### src/rtl/mig_tt_pkg.sv
// Shared types and helpers for the MIG truth-table sweeper and NPN mapping logic.
package mig_tt_pkg;

  localparam int N_IN   = 4;
  localparam int TT_W   = 16;
  localparam int PERM_W = 2;

  typedef enum logic [2:0] {
    IDLE,
    CHECK,
    APPLY,
    WAIT,
    CAPTURE,
    FINISH
  } state_t;

  // Sweep configuration captured on an accepted start.
  typedef struct packed {
    logic [N_IN-1:0][PERM_W-1:0] perm;
    logic [N_IN-1:0]             neg;
    logic                        out_neg;
    logic [TT_W-1:0]             expect_tt;
  } cfg_t;

  // Four 2-bit fields drawn from four values are distinct iff every value appears.
  function automatic logic perm_valid(input logic [7:0] p);
    logic [N_IN-1:0] seen;
    seen = '0;
    for (int i = 0; i < N_IN; i++) seen[p[2*i +: 2]] = 1'b1;
    return &seen;
  endfunction

endpackage

### src/rtl/npn_input_map.sv
// Combinational NPN input map: x_next[i] = idx[perm[i]] ^ neg[i].
module npn_input_map
  import mig_tt_pkg::*;
(
  input  logic [N_IN-1:0]             idx,
  input  logic [N_IN-1:0][PERM_W-1:0] perm,
  input  logic [N_IN-1:0]             neg,
  output logic [N_IN-1:0]             x_next
);

  for (genvar i = 0; i < N_IN; i++) begin : g_in
    assign x_next[i] = idx[perm[i]] ^ neg[i];
  end

endmodule

### src/rtl/mig_tt_sweeper.sv
// Walks a 4-input network through all 16 minterms (with optional NPN transform),
// builds its truth table and compares it against an expected table.
module mig_tt_sweeper
  import mig_tt_pkg::*;
#(
  parameter int SETTLE = 1
) (
  input  logic                        clk,
  input  logic                        rst,
  input  logic                        start,
  input  logic                        abort,
  input  logic [N_IN*PERM_W-1:0]      in_perm,
  input  logic [N_IN-1:0]             in_neg,
  input  logic                        out_neg,
  input  logic [TT_W-1:0]             expect_tt,
  output logic [N_IN-1:0]             x,
  input  logic                        y,
  output logic                        busy,
  output logic                        done,
  output logic [TT_W-1:0]             tt,
  output logic                        match,
  output logic                        err_perm
);

  localparam logic [3:0] SETTLE_LAST = (SETTLE > 0) ? 4'(SETTLE - 1) : 4'd0;

  state_t          state, state_d;
  cfg_t            cfg;
  logic [3:0]      idx, idx_d;
  logic [3:0]      cnt;
  logic [N_IN-1:0] x_next;
  logic            accept;

  assign accept = (state == IDLE) && start && !abort;

  // Mapping is fed the index about to be applied so x can be loaded on the APPLY entry edge.
  npn_input_map u_map (
    .idx    (idx_d),
    .perm   (cfg.perm),
    .neg    (cfg.neg),
    .x_next (x_next)
  );

  // Next-state and next-index logic; abort overrides everything outside IDLE.
  always_comb begin
    state_d = state;
    idx_d   = idx;
    case (state)
      IDLE:    if (start && !abort) state_d = CHECK;
      CHECK: begin
        idx_d   = '0;
        state_d = perm_valid(cfg.perm) ? APPLY : FINISH;
      end
      APPLY:   state_d = (SETTLE > 0) ? WAIT : CAPTURE;
      WAIT:    if (cnt == SETTLE_LAST) state_d = CAPTURE;
      CAPTURE: begin
        if (idx == 4'hF) state_d = FINISH;
        else begin
          idx_d   = idx + 4'd1;
          state_d = APPLY;
        end
      end
      FINISH:  state_d = IDLE;
      default: state_d = IDLE;
    endcase
    if (abort && (state != IDLE)) state_d = IDLE;
  end

  // Control state, sweep index, settle counter and latched configuration.
  always_ff @(posedge clk or posedge rst) begin
    if (rst) begin
      state <= IDLE;
      idx   <= '0;
      cnt   <= '0;
      cfg   <= '0;
    end else begin
      state <= state_d;
      idx   <= idx_d;
      cnt   <= (state == WAIT) ? cnt + 4'd1 : 4'd0;
      if (accept) cfg <= {in_perm, in_neg, out_neg, expect_tt};
    end
  end

  // Registered outputs: network drive, handshake and result flags.
  always_ff @(posedge clk or posedge rst) begin
    if (rst) begin
      x        <= '0;
      busy     <= 1'b0;
      done     <= 1'b0;
      tt       <= '0;
      match    <= 1'b0;
      err_perm <= 1'b0;
    end else begin
      // x moves only on the edge entering APPLY, so the network sees one clean change per index.
      if (state_d == APPLY) x <= x_next;
      busy <= (state_d == APPLY) || (state_d == WAIT) ||
              (state_d == CAPTURE) || (state_d == FINISH);
      done <= (state == FINISH) && !abort;
      if (accept) begin
        tt       <= '0;
        match    <= 1'b0;
        err_perm <= 1'b0;
      end else begin
        if ((state == CAPTURE) && !abort) tt[idx] <= y ^ cfg.out_neg;
        if ((state == CHECK) && !abort && !perm_valid(cfg.perm)) err_perm <= 1'b1;
        if ((state == FINISH) && !abort) match <= (tt == cfg.expect_tt) && !err_perm;
      end
    end
  end

endmodule
### config.mk
export PLATFORM = sky130hd
export DESIGN_NAME = mig_tt_sweeper
export DESIGN_NICKNAME = d
export VERILOG_FILES = /design/src/rtl/mig_tt_pkg.sv /design/src/rtl/npn_input_map.sv /design/src/rtl/mig_tt_sweeper.sv
export SDC_FILE = /design/constraint.sdc
export NUM_CORES = 1
export LEC_CHECK = 0
export BUFFER_PORTS_ARGS = -buffer_cell sky130_fd_sc_hd__buf_2
export CORE_ASPECT_RATIO = 0.8
export CORE_MARGIN = 2
export CORE_UTILIZATION = 48
export DETAILED_ROUTE_END_ITERATION = 16
export PLACE_DENSITY = 0.78
export SYNTH_ARGS = -nofsm -noshare
export SYNTH_HDL_FRONTEND = slang
export SYNTH_HIERARCHICAL = 1
export SYNTH_SLANG_ARGS = --single-unit
### constraint.sdc
create_clock -name clk -period 2.7 [get_ports clk]
set_input_delay 0.54 -clock clk [delete_from_list [all_inputs] [get_ports clk]]
set_output_delay 0.54 -clock clk [all_outputs]
set_load 0.02 [all_outputs]
== Word-level counts from Yosys, hierarchy flattened ==
Index checks and enable logic that the tools add are counted.
W data, S select, Z words.
Storage, ports and cells
  output and inout bits: 24
  flip-flop bits (word level): 64
  logic and storage cells: 108
Operators by class
  bitwise logic cells: 8
  mux-type cells: 34
  $add $sub $neg: 2
  order comparisons: 10
  eq/ne operators: 11
  reductions and logical operators: 27
Operator list (count)
  $mux W16: 2
  $bwmux W16: 1
  $eq A16 B16 Y1: 1
  $mux W3: 5
  $pmux W3 S5: 1
  $logic_and A1 B1 Y1: 14
  $mux W1: 13
  $eq A3 B2 Y1 const B: 4
  $eq A3 B3 Y1 const B: 4
  $lt A2 B3 Y1 const B: 4
  $or A4 B4 Y4: 3
  $add A4 B1 Y4 const B: 2
  $bmux W1 S2: 4
  $demux W1 S2: 4
  $ge A2 B1 Y1 const B: 4
  $mux W4: 2
  $pmux W4 S2: 1
  $reduce_bool A2 Y1: 3
  $lt A4 B5 Y1 const B: 1
  $xor A1 B1 Y1: 5
  $demux W1 S4: 1
  $eq A4 B4 Y1 const B: 1
  $ge A4 B1 Y1 const B: 1
  $logic_not A4 Y1: 1
  other kinds (6): 10

== Longest topological paths before layout ==
Gate-level depths: netlist of the first run.
  word-level depth: 15
  gate-level depth with buffers: 8
  mapped depth without buffers: 8

== Cells and area by module ==
Netlist of the first run, hierarchy kept.
By module, submodules not included
  mig_tt_sweeper: area each 3289.4 µm², seq. area each 1601.5 µm², instances 1, cells each 357
  npn_input_map: area each 125.1 µm², seq. area each 0.0 µm², instances 1, cells each 8

== Worst setup path before layout of the first run ==
No wires, ideal clock.
  kind: register to register
  start point: reg idx[0]
  end point: reg x[0]
  setup slack: 0.253 ns
  cell stages (with the launch flop): 9
  path buffers: 0
  arrival: 2.322 ns
  cell sequence: dfrtp_1 > ha_1 > nand3_1 > a21oi_1 > or2_2 > a22o_1 > mux4_2 > xor2_1 > mux2_4
Between the ends
  cells in the longest elaborated chain, start to end: 6
RTL lines
  start: declaration: line mig_tt_sweeper.sv:29  | logic [3:0] idx, idx_d;
  start signal: assignment: line mig_tt_sweeper.sv:78  | idx <= idx_d;
  $add A4 B1 Y4 or $eq A4 B4 Y1 (tied branches): line mig_tt_sweeper.sv:59, mig_tt_sweeper.sv:57
  $mux W4 *: line mig_tt_sweeper.sv:57  | if (idx == 4'hF) state_d = FINISH;
  $pmux W4 S2 *: line mig_tt_sweeper.sv:48  | case (state)
  named net idx_d[1]: line mig_tt_sweeper.sv:29
  $bmux W1 S2 *: line npn_input_map.sv:12  | assign x_next[i] = idx[perm[i]] ^ neg[i];
  $mux W1 (implied by the code) *: line npn_input_map.sv:12
  $xor A1 B1 Y1 *: line npn_input_map.sv:12
  named net x_next[0]: line mig_tt_sweeper.sv:31  | logic [N_IN-1:0] x_next;
  end signal: assignment: line mig_tt_sweeper.sv:95  | if (state_d == APPLY) x <= x_next;
  end: declaration: line mig_tt_sweeper.sv:16  | output logic [N_IN-1:0] x,
Mark *: on every way through the listed nets, which the timed path passes. The rest lies on a longest branch. The select of a mux whose other input is x is not followed.
A chain may end at the register's enable or synchronous reset.

== Worst setup path in the final report of the first run ==
  start point: reg idx[0]
  end point: reg x[1]
The elaborated chain is that of the path after synthesis.

==> impl_results.md, run 1 <==
- Synth top area cells: dfrtp_1 47%, nand2_1 12%, xnor2_1 3.8%
- FP Rows: 27
- Sequential area share after synthesis: 46.9%
- Peak Freq: 394 MHz
- Pwr per Cell Area: 1000 nW/µm²
- Buf/Inv on CP: 0
- Clk_skew: 0.00771 ns
- DRT iter0 DRCs: 225
- Die footprint: 7810 µm²
- Post-route ant nets: 0
- Count leader, synth: nand2_1
- Post-Place Setup Slack: 0.180 ns
- R2r setup slk: 0.16 ns
- Reg2reg start: idx[0]$_DFF_PP0_
- Slowest Stage Delay on Critical Path: 0.48 ns
- Reg clk slew, reported paths: 0.07 ns
- Unrepaired setup endpoints after global routing: false
- Via count: 2731
- Final TNS setup: 0 ns
- Pin count of the biggest net entering global routing: 65
- Slowest-stage cell, CP: mux4_2
- Vias/cell: 5.31
- Least-Margin Pin Slew: 0.791 ns
- Critical path data required time: 2.93 ns
- Mapped Area: 3410 µm²
- Die Width: 98.3 µm
- Post-Synth Simple-Gate Area: 26.8%
- Met3 usage: 5.95%
- #FFs+latches synth: 64
- Total Power: 4.02 mW
- Post-synth EDFFs: 0
- Finish-stage setup viols: 0
- Avg WL per Cell: 14.2 µm
- Synth warn: 6
- CTS buffer count: 9
- Synth cell count leaders: 109 x nand2_1, 64 x dfrtp_1, 27 x nor2_1
- Avg Cell Area, Syn: 9.35 µm²
- Worst Hold Class: input pin to register
- Post-CTS setup buffers: 0
- Largest family of logic cells by synthesized area: simple AND/OR/NAND/NOR gates
- Max-slew violation total from the final report: 0
- Cells after synthesis: 365
- Final hold vios: 0
- Drt pass-1 iters: 4
- Reg-to-Reg End: x[1]$_DFFE_PP0N_
- Share of the synthesized area in the top cell type: 46.9%
- Antenna cells: 0
- Total wire length: 7320 µm
- Final #Nets: 463
- M1 GR Usage: 28.9%
- Worst-Skew Late Latency: 0.35 ns
- HP Start: out_neg
- Cell depth of the worst flop-to-flop path: 8
- Core area: 6890 µm²
- Met2 GRT Util: 31.8%
- CTS tree: built
- Worst Path Arrival: 2.77 ns
- Post-synthesis xor/xnor area fraction: 5.90%
- Sink Count: 64
- I/O pin count: 58
- GRT overflow: 0
- Slew Limit Headroom: 47.3%
- Initial Util: 49.5%
- Antenna violations before repair: 0
- H-Tree Depth: 3
- Hold path endpoint: cfg[16]$_DFFE_PP0P_
- Resized cells post-CTS: 0
- # DRC: 0
- Post-synth net total: 405
- Post-route minimum period: 2.54 ns
- GP Congestion: 0.812
- P_leak: 1.99 nW
- Synth area leader: dfrtp_1
- Library cells used by synthesis: 48
- Final setup margin: 0.160 ns
- Crit path cell chain: ha_1, nand3_1, a21oi_1, or2_2, a22o_1, mux4_2, xor2_1, mux2_4
- Peak supply drop: 0.468 mV
- Synth Flop Type: dfrtp_1
- CP Capture Type: register
- Startpoint Class: register
- CTS Hold Bufs: 0
- Placed cell areas: 3800 µm²
- Synth Area in Adders: 2.20%
- WS Path Type: register to register
- Final period util: 94.1%
- CTS Buffer Depth: 2
- Worst path top cell family by delay: multiplexers
- Vias in the first global route: 2659
- Worst Hold Depth: 3
- Grt peak-use layer: met2
- Share of layout cells above drive strength 1: 23.4%
- Run status: finished clean
- MaxCap Viol Count: 0
- Final HPWL DP: 5180 µm
- Fin area: 4010 µm²
- Overall Global Routing Usage: 20.7%
- Post-synthesis async set-or-reset flop share: 100%
- Synth Area in Compound Gates: 9.75%
- Die Span Y: 79.4 µm
- Root Driver: clkbuf_8
- Port Buffers: 57
- Mux cell area share after synthesis: 5.57%
- First-pass GRT wire length: 12800 µm
- Worst Setup SP: idx[0]$_DFF_PP0_
- Worst Path Max Fanout: 8
- Area grow syn2layout: 17.5%
-- power by group --
group	switching (mW)	leakage, nW	total [mW]	internal [mW]
combinational	0.853	1.04	1.57	0.719
sequential	0.332	0.835	1.59	1.26
clock	0.362	0.108	0.856	0.494
-- worst min-delay path, delay by kind of cell --
kind | cells | cell delay, ns
buf+inv | 1 | 0.07
simple gates | 2 | 0.08
-- metrics by stage --
step,hold WS [ns],instances,utilization (%)
after floorplan,0.452,365,-
after global placement,0.476,499,55.2
after detailed placement,0.483,499,55.2
after CTS,0.360,514,58.2
after global routing,0.373,514,58.2
final,0.374,514,58.2
-- layout make-up --
type	instances	area (µm²)
clock buffer	12	165
clock inverter	3	40.0
fill	621	2880
inverter	6	22.5
multi-input combinational	277	1720
sequential	64	1600
tap	87	109
timing repair buffer	65	358
-- logic make-up after synthesis --
group / after synthesis
compound gates: 43
xor+xnor: 23
fa+ha+maj: 6
buf+inv: 24
flops: 64
mux: 12
simple gates: 193
-- flip-flops by register name (all words and copies together), names as in the netlist, 3 cells and up --
register,cells
cfg,29
tt,16
cnt,4
idx,4
x,4
state,3
-- cell usage in the layout (no fill, tap or decap), types with 2 or more instances in the layout --
cell	n
nor2b_1	9
nand2_1	109
inv_1	5
clkbuf_8	12
mux2_4	4
xor2_1	8
ha_1	6
nor2_1	26
nor3b_1	2
nor4b_4	4
nand3_1	10
o21ai_0	5
and3_1	4
nor3_1	14
clkinv_2	2
nand4_1	4
buf_4	7
mux4_2	4
mux2i_1	4
xnor2_1	15
nand2b_1	4
a22o_1	2
buf_2	57
dfrtp_1	64
a21oi_1	18
-- worst max-delay path by stage --
stage	endpoint	cells after the start	slack, ns
after floorplan	x[0]$_DFFE_PP0N_	8	0.25
after global placement	x[2]$_DFFE_PP0N_	8	0.24
after detailed placement	x[1]$_DFFE_PP0N_	8	0.18
after CTS	x[1]$_DFFE_PP0N_	8	0.16
after global routing	x[2]$_DFFE_PP0N_	6	0.003
final	x[1]$_DFFE_PP0N_	8	0.16
-- per-layer routing --
metal / part of all wire, % / wire length (µm)
met1: 47 / 3430
met2: 47 / 3440
met3: 4.8 / 351
met4: 1.2 / 87
met5: 0 / 0
No activity file was read; power rests on OpenSTA's default activity.
==> run 2, diff against run 1 <==
--- a/config.mk
+++ b/config.mk
@@ -11,6 +11,7 @@
 export CORE_UTILIZATION = 48
 export DETAILED_ROUTE_END_ITERATION = 16
 export PLACE_DENSITY = 0.78
+export SETUP_SLACK_MARGIN = 0.4
 export SYNTH_ARGS = -nofsm -noshare
 export SYNTH_HDL_FRONTEND = slang
 export SYNTH_HIERARCHICAL = 1
==> impl_results.md, run 2 (synthesis gave the netlist of run 1 again) <==
- Worst-Skew Late Latency: 0.35 ns (about the same)
- CTS Buffer Depth: 2 (unchanged)
- Cell depth of the worst flop-to-flop path: 8 (unchanged)
- Reg-to-Reg End: x[1]$_DFFE_PP0N_
- GP Congestion: 0.835 (+2.7%)
- First-pass GRT wire length: 13200 µm (+3.0%)
- Sink Count: 64 (unchanged)
- Final hold vios: 0 (unchanged)
- CTS tree: built
- Total Power: 4.33 mW (+7.7%)
- Pin count of the biggest net entering global routing: 65 (unchanged)
- Share of layout cells above drive strength 1: 28.9% (+5.5 points)
- H-Tree Depth: 3 (unchanged)
- Avg WL per Cell: 15.6 µm (+9.5%)
- Vias/cell: 5.41 (+1.8%)
- Fillers: 592 (-4.7%)
- I/O pin count: 58 (unchanged)
- Clk pwr share: 21.4% (about the same)
- Clk_skew: 0.00702 ns (-0.000693 ns)
- Vias in the first global route: 2671 (+0.45%)
- Critical path data required time: 2.94 ns (about the same)
- Antenna violations before repair: 0 (unchanged)
- GRT overflow: 0 (unchanged)
- Slew Limit Headroom: 61.5% (+14 points)
- Max reg flops: 29 (unchanged)
- FP Rows: 27 (unchanged)
- Final period util: 87.2% (-6.9 points)
- Reg2reg start: idx[1]$_DFF_PP0_
- Die Span Y: 79.4 µm (unchanged)
- Root Driver: clkbuf_8
- Antenna cells: 0 (unchanged)
- Post-route minimum period: 2.35 ns (-0.186 ns)
- Initial Util: 49.5% (unchanged)
- Via count: 2830 (+3.6%)
- Overall Global Routing Usage: 21.6% (+0.86 points)
- # DRC: 0 (unchanged)
- Worst Hold Class: input pin to async pin
- Port Buffers: 57 (unchanged)
- Final #Nets: 472 (+1.9%)
- Drt pass-1 iters: 4 (unchanged)
- Pwr per Cell Area: 1030 nW/µm² (+2.5%)
- Core area: 6890 µm² (unchanged)
- Die Width: 98.3 µm (unchanged)
- Fin util: 61.2% (+3.0 points)
- Area grow syn2layout: 23.5%
- Top Registers: cfg: 29 flops, tt: 16 flops
- Final HPWL DP: 5300 µm (+2.3%)
- Die footprint: 7810 µm² (unchanged)
- Most frequent cells in the layout: 109 x nand2_1, 58 x dfrtp_1, 57 x buf_2, 26 x nor2_1, 17 x a21oi_1
- Startpoint Class: register
- Switching share of power: 38.5% (about the same)
- P_leak: 2.05 nW (+3.5%)
- Seq pwr share: 37.1% (-2.5 points)
- R2r setup slk: 0.35 ns (+0.19 ns)
- Run status: finished clean
- CP Capture Type: register
- Worst Path Arrival: 2.59 ns (-0.18 ns)
- Logic pwr share: 41.5% (+2.4 points)
- Internal power: 2.66 mW (+7.8%)
- Finish-stage setup viols: 0 (unchanged)
- DRT iter0 DRCs: 243 (+8.0%)
- Max-slew violation total from the final report: 0 (unchanged)
- Peak supply drop: 0.620 mV (+33%)
- Final TNS setup: 0 ns (unchanged)
- Most flops, register: cfg
- Least-Margin Pin Slew: 0.575 ns (-0.216 ns)
- Worst Path Max Fanout: 5 (-3)
- WS Path Type: register to register
- CTS buffer count: 9 (unchanged)
- MaxCap Viol Count: 0 (unchanged)
- Psw: 1.67 mW (+7.6%)
- Reg clk slew, reported paths: 0.07 ns (about the same)
- Reg area: 1610 µm² (+0.47%)
- Total wire length: 8150 µm (+11%)
- Unrepaired setup endpoints after global routing: true
- Post-route ant nets: 0 (unchanged)
- Most common cell after layout, fill and taps aside: nand2_1
- Multi-input gate area: 1810 µm² (+5.2%)
- Peak Freq: 425 MHz (+7.9%)
[run 2: cell types whose count changed in the layout (fill, tap and decap cells not counted), sizes merged]
cell,previous run,this run
buf,65,74
bufinv,1,2
clkinv,2,1
[run 2: worst max-delay path by stage]
stage / slack [ns] / startpoint / cells past startpoint / to
5_1_grt: 0.31 / idx[0]$_DFF_PP0_ / 8 / x[0]$_DFFE_PP0N_
4_1_cts: 0.40 / idx[0]$_DFF_PP0_ / 8 / x[3]$_DFFE_PP0N_
2_1_floorplan: 0.44 / idx[2]$_DFF_PP0_ / 8 / x[0]$_DFFE_PP0N_
3_3_place_gp: 0.35 / idx[0]$_DFF_PP0_ / 8 / x[2]$_DFFE_PP0N_
6_report: 0.35 / idx[1]$_DFF_PP0_ / 8 / x[1]$_DFFE_PP0N_
3_5_place_dp: 0.17 / state[1]$_DFF_PP0_ / 7 / x[3]$_DFFE_PP0N_
[run 2: timing repair]
action,4_1_cts,5_1_grt
hold buffers,0,0
setup endpoints to repair,4,4
pin swaps,0,4
buffers inserted,4,6
gates resized for setup,15,10
[run 2: power by group through the flow]
stage / logic, mW / clock network [mW] / registers, mW
2_1_floorplan: 1.19 / 0 / 1.58
3_3_place_gp: 1.53 / 0 / 1.59
3_5_place_dp: 1.59 / 0 / 1.61
4_1_cts: 1.68 / 0.944 / 1.60
5_1_grt: 1.96 / 0.988 / 1.65
6_report: 1.80 / 0.927 / 1.61
[run 2: cell type report]
cell class                 count  share of cell area, %
clock buffer                  12                   3.68
clock inverter                 3                   1.54
inverter                       6                  0.653
multi-input combinational    277                   42.8
sequential                    64                   38.1
tap                           87                   2.58
timing repair buffer          74                   10.6
[run 2: metal layers]
metal / GRT usage [%] / share of wire (%)
met5: 0 / 0
met1: 29.0 / 43
met3: 7.18 / 6.6
met4: 6.03 / 1.4
met2: 33.8 / 49
[run 2: per-stage QoR]
stage	worst slack [ns]	instance area, µm²	hold WS (ns)	std cells
after detailed placement	0.168	3820	0.484	498
after global placement	0.352	3820	0.476	498
after global routing	0.313	4220	0.268	523
final	0.346	4220	0.257	523
after floorplan	0.441	3430	0.452	365
after CTS	0.397	4130	0.262	517
[run 2: worst max-delay path, stage by stage (launching register included)]
cell and delay (ns):
dfrtp_2 0.44, buf_6 0.14, inv_4 0.06, ha_4 0.20, a32o_2 0.27, a22o_4 0.24, mux4_2 0.47, xor2_1 0.16
mux2_4 0.27
==> run 3, diff against run 2 <==
--- a/config.mk
+++ b/config.mk
@@ -5,7 +5,7 @@
 export SDC_FILE = /design/constraint.sdc
 export NUM_CORES = 1
 export LEC_CHECK = 0
-export BUFFER_PORTS_ARGS = -buffer_cell sky130_fd_sc_hd__buf_2
+export BUFFER_PORTS_ARGS = -buffer_cell sky130_fd_sc_hd__buf_4
 export CORE_ASPECT_RATIO = 0.8
 export CORE_MARGIN = 2
 export CORE_UTILIZATION = 48
==> constraint.sdc (replaced) <==
create_clock -name clk -period 2.7 [get_ports clk]
set_input_delay 0.54 -clock clk [delete_from_list [all_inputs] [get_ports clk]]
set_output_delay 0.54 -clock clk [all_outputs]
set_load 0.1 [all_outputs]
==> impl_results.md, run 3 (synthesis gave the netlist of run 1 again) <==
- MaxCap Viol Count: 0 (unchanged)
- Worst Path Arrival: 2.60 ns (about the same)
- Post-route ant nets: 0 (unchanged)
- Run status: finished clean
- Final period util: 88.0% (+0.77 points)
- Final HPWL DP: 5410 µm (+2.0%)
- FP Rows: 27 (unchanged)
- Crit path cell chain: ha_4, nand3_4, a21oi_2, or2_4, a22o_4, mux4_2, xor2_2, mux2_4
- Final TNS setup: 0 ns (unchanged)
- GRT overflow: 0 (unchanged)
- Overall Global Routing Usage: 22.1% (+0.46 points)
- Port Buffers: 57 (unchanged)
- Slew Limit Headroom: 62.4% (+0.87 points)
- Final #Nets: 473 (+0.21%)
- Die Width: 98.3 µm (unchanged)
- Initial Util: 49.5% (unchanged)
- Sink Count: 64 (unchanged)
- Worst Path Max Fanout: 5 (unchanged)
- Post-route minimum period: 2.38 ns (+0.0208 ns)
- Total wire length: 8120 µm (-0.38%)
- Slowest Stage Delay on Critical Path: 0.50 ns (+0.03 ns)
- DRT iter0 DRCs: 210 (-14%)
- Antenna violations before repair: 0 (unchanged)
- Startpoint Class: register
- Least-Margin Pin Slew: 0.563 ns (-0.0118 ns)
- Worst-Skew Late Latency: 0.35 ns (about the same)
- GP Congestion: 0.851 (+2.0%)
- Die Span Y: 79.4 µm (unchanged)
- H-Tree Depth: 3 (unchanged)
- Total Power: 4.79 mW (+11%)
- Vias/cell: 5.34 (-1.3%)
- Min Hold Slack: 0.238 ns (-0.0193 ns)
- Pin count of the biggest net entering global routing: 43 (-34%)
- Max-slew violation total from the final report: 0 (unchanged)
- CTS Buffer Depth: 2 (unchanged)
- Core area: 6890 µm² (unchanged)
- WS Path Type: register to register
- Finish-stage setup viols: 0 (unchanged)
- Clk_skew: 0.00955 ns (+0.00253 ns)
- Most flops, register: cfg
- Buf/Inv on CP: 0 (-2)
- Drt pass-1 iters: 4 (unchanged)
- Pwr per Cell Area: 1100 nW/µm² (+6.9%)
- Most common cell after layout, fill and taps aside: nand2_1
- Vias in the first global route: 2814 (+5.4%)
- CP Capture Type: register
- Share of layout cells above drive strength 1: 29.7% (+0.78 points)
- Peak Freq: 421 MHz (-0.87%)
- Die footprint: 7810 µm² (unchanged)
- Worst path top cell family by delay: multiplexers
- Final hold vios: 0 (unchanged)
- Root Driver: clkbuf_8
- # DRC: 0 (unchanged)
- Slowest-stage cell, CP: mux4_2
- I/O pin count: 58 (unchanged)
- Antenna cells: 0 (unchanged)
- Most frequent cells in the layout: 109 x nand2_1, 71 x buf_4, 58 x dfrtp_1, 26 x nor2_1, 16 x a21oi_1
- Via count: 2804 (-0.92%)
- Peak supply drop: 0.515 mV (-17%)
- Worst Hold Class: input pin to async pin
- CTS buffer count: 9 (unchanged)
- Max reg flops: 29 (unchanged)
- First-pass GRT wire length: 13600 µm (+2.7%)
- P_leak: 2.09 nW (+1.7%)
- Area grow syn2layout: 27.8%
- Critical path data required time: 2.93 ns (about the same)
- Reg clk slew, reported paths: 0.08 ns (about the same)
- Unrepaired setup endpoints after global routing: true
- CTS tree: built
- Top Registers: cfg: 29 flops, tt: 16 flops
- Avg WL per Cell: 15.5 µm (-0.76%)
## run 3: cell types whose count changed in the layout (fill, tap and decap cells not counted), sizes merged
| cell | delta |
|---|---|
| buf | +1 |
| clkinv | +2 |
| clkbuf | -1 |
## run 3: final timing paths
| kind | from | endpoint | slack, ns | depth (start not counted) |
|---|---|---|---|---|
| worst max-delay path | idx[0]$_DFF_PP0_ | x[1]$_DFFE_PP0N_ | 0.32 | 8 |
| worst min-delay path | rst | match$_DFFE_PP0P_ | 0.24 | 2 |
| worst max register to register | idx[0]$_DFF_PP0_ | x[1]$_DFFE_PP0N_ | 0.32 | 8 |
| worst min register to register | cnt[0]$_DFF_PP0_ | cnt[0]$_DFF_PP0_ | 0.49 | 1 |
| max in group asynchronous | rst | cfg[24]$_DFFE_PP0P_ | 1.86 | 3 |
| min in group clk | expect_tt[12] | cfg[12]$_DFFE_PP0P_ | 0.37 | 3 |
## run 3: routing by layer
layer	track usage [%]	share of wire [%]
met5	0	0
met4	9.73	2.2
met3	4.29	5.5
met2	35.2	48
met1	29.6	44
## run 3: stage by stage
| step | utilization (%) | area (µm²) | instances | worst slack [ns] |
|---|---|---|---|---|
| 2_1_floorplan | - | 3430 | 365 | 0.441 |
| 3_3_place_gp | 57.3 | 3950 | 498 | 0.355 |
| 3_5_place_dp | 57.3 | 3950 | 498 | 0.228 |
| 4_1_cts | 62.5 | 4310 | 522 | 0.401 |
| 5_1_grt | 63.3 | 4360 | 525 | 0.273 |
| 6_report | 63.3 | 4360 | 525 | 0.325 |
## run 3: power breakdown
group          leakage (nW)  switching (mW)  internal [mW]
Combinational          1.14            1.35          0.877
Clock                 0.119           0.385          0.568
Sequential            0.826           0.348           1.26
## run 3: repair_timing
action,in CTS,in global routing
resized for setup,17,9
endpoints found under the setup margin,4,4
pin swaps,3,6
buffers inserted,8,3
hold buffers,0,0
## run 3: area by class of cell
| cell class | count | area, µm² |
|---|---|---|
| inverters | 6 | 27.5 |
| well taps | 87 | 109 |
| fillers | 582 | 2530 |
| multi-input cells | 277 | 1800 |
| clock buffers | 11 | 151 |
| clock inverters | 5 | 78.8 |
| flip-flops and latches | 64 | 1610 |
| repair buffers | 75 | 587 |
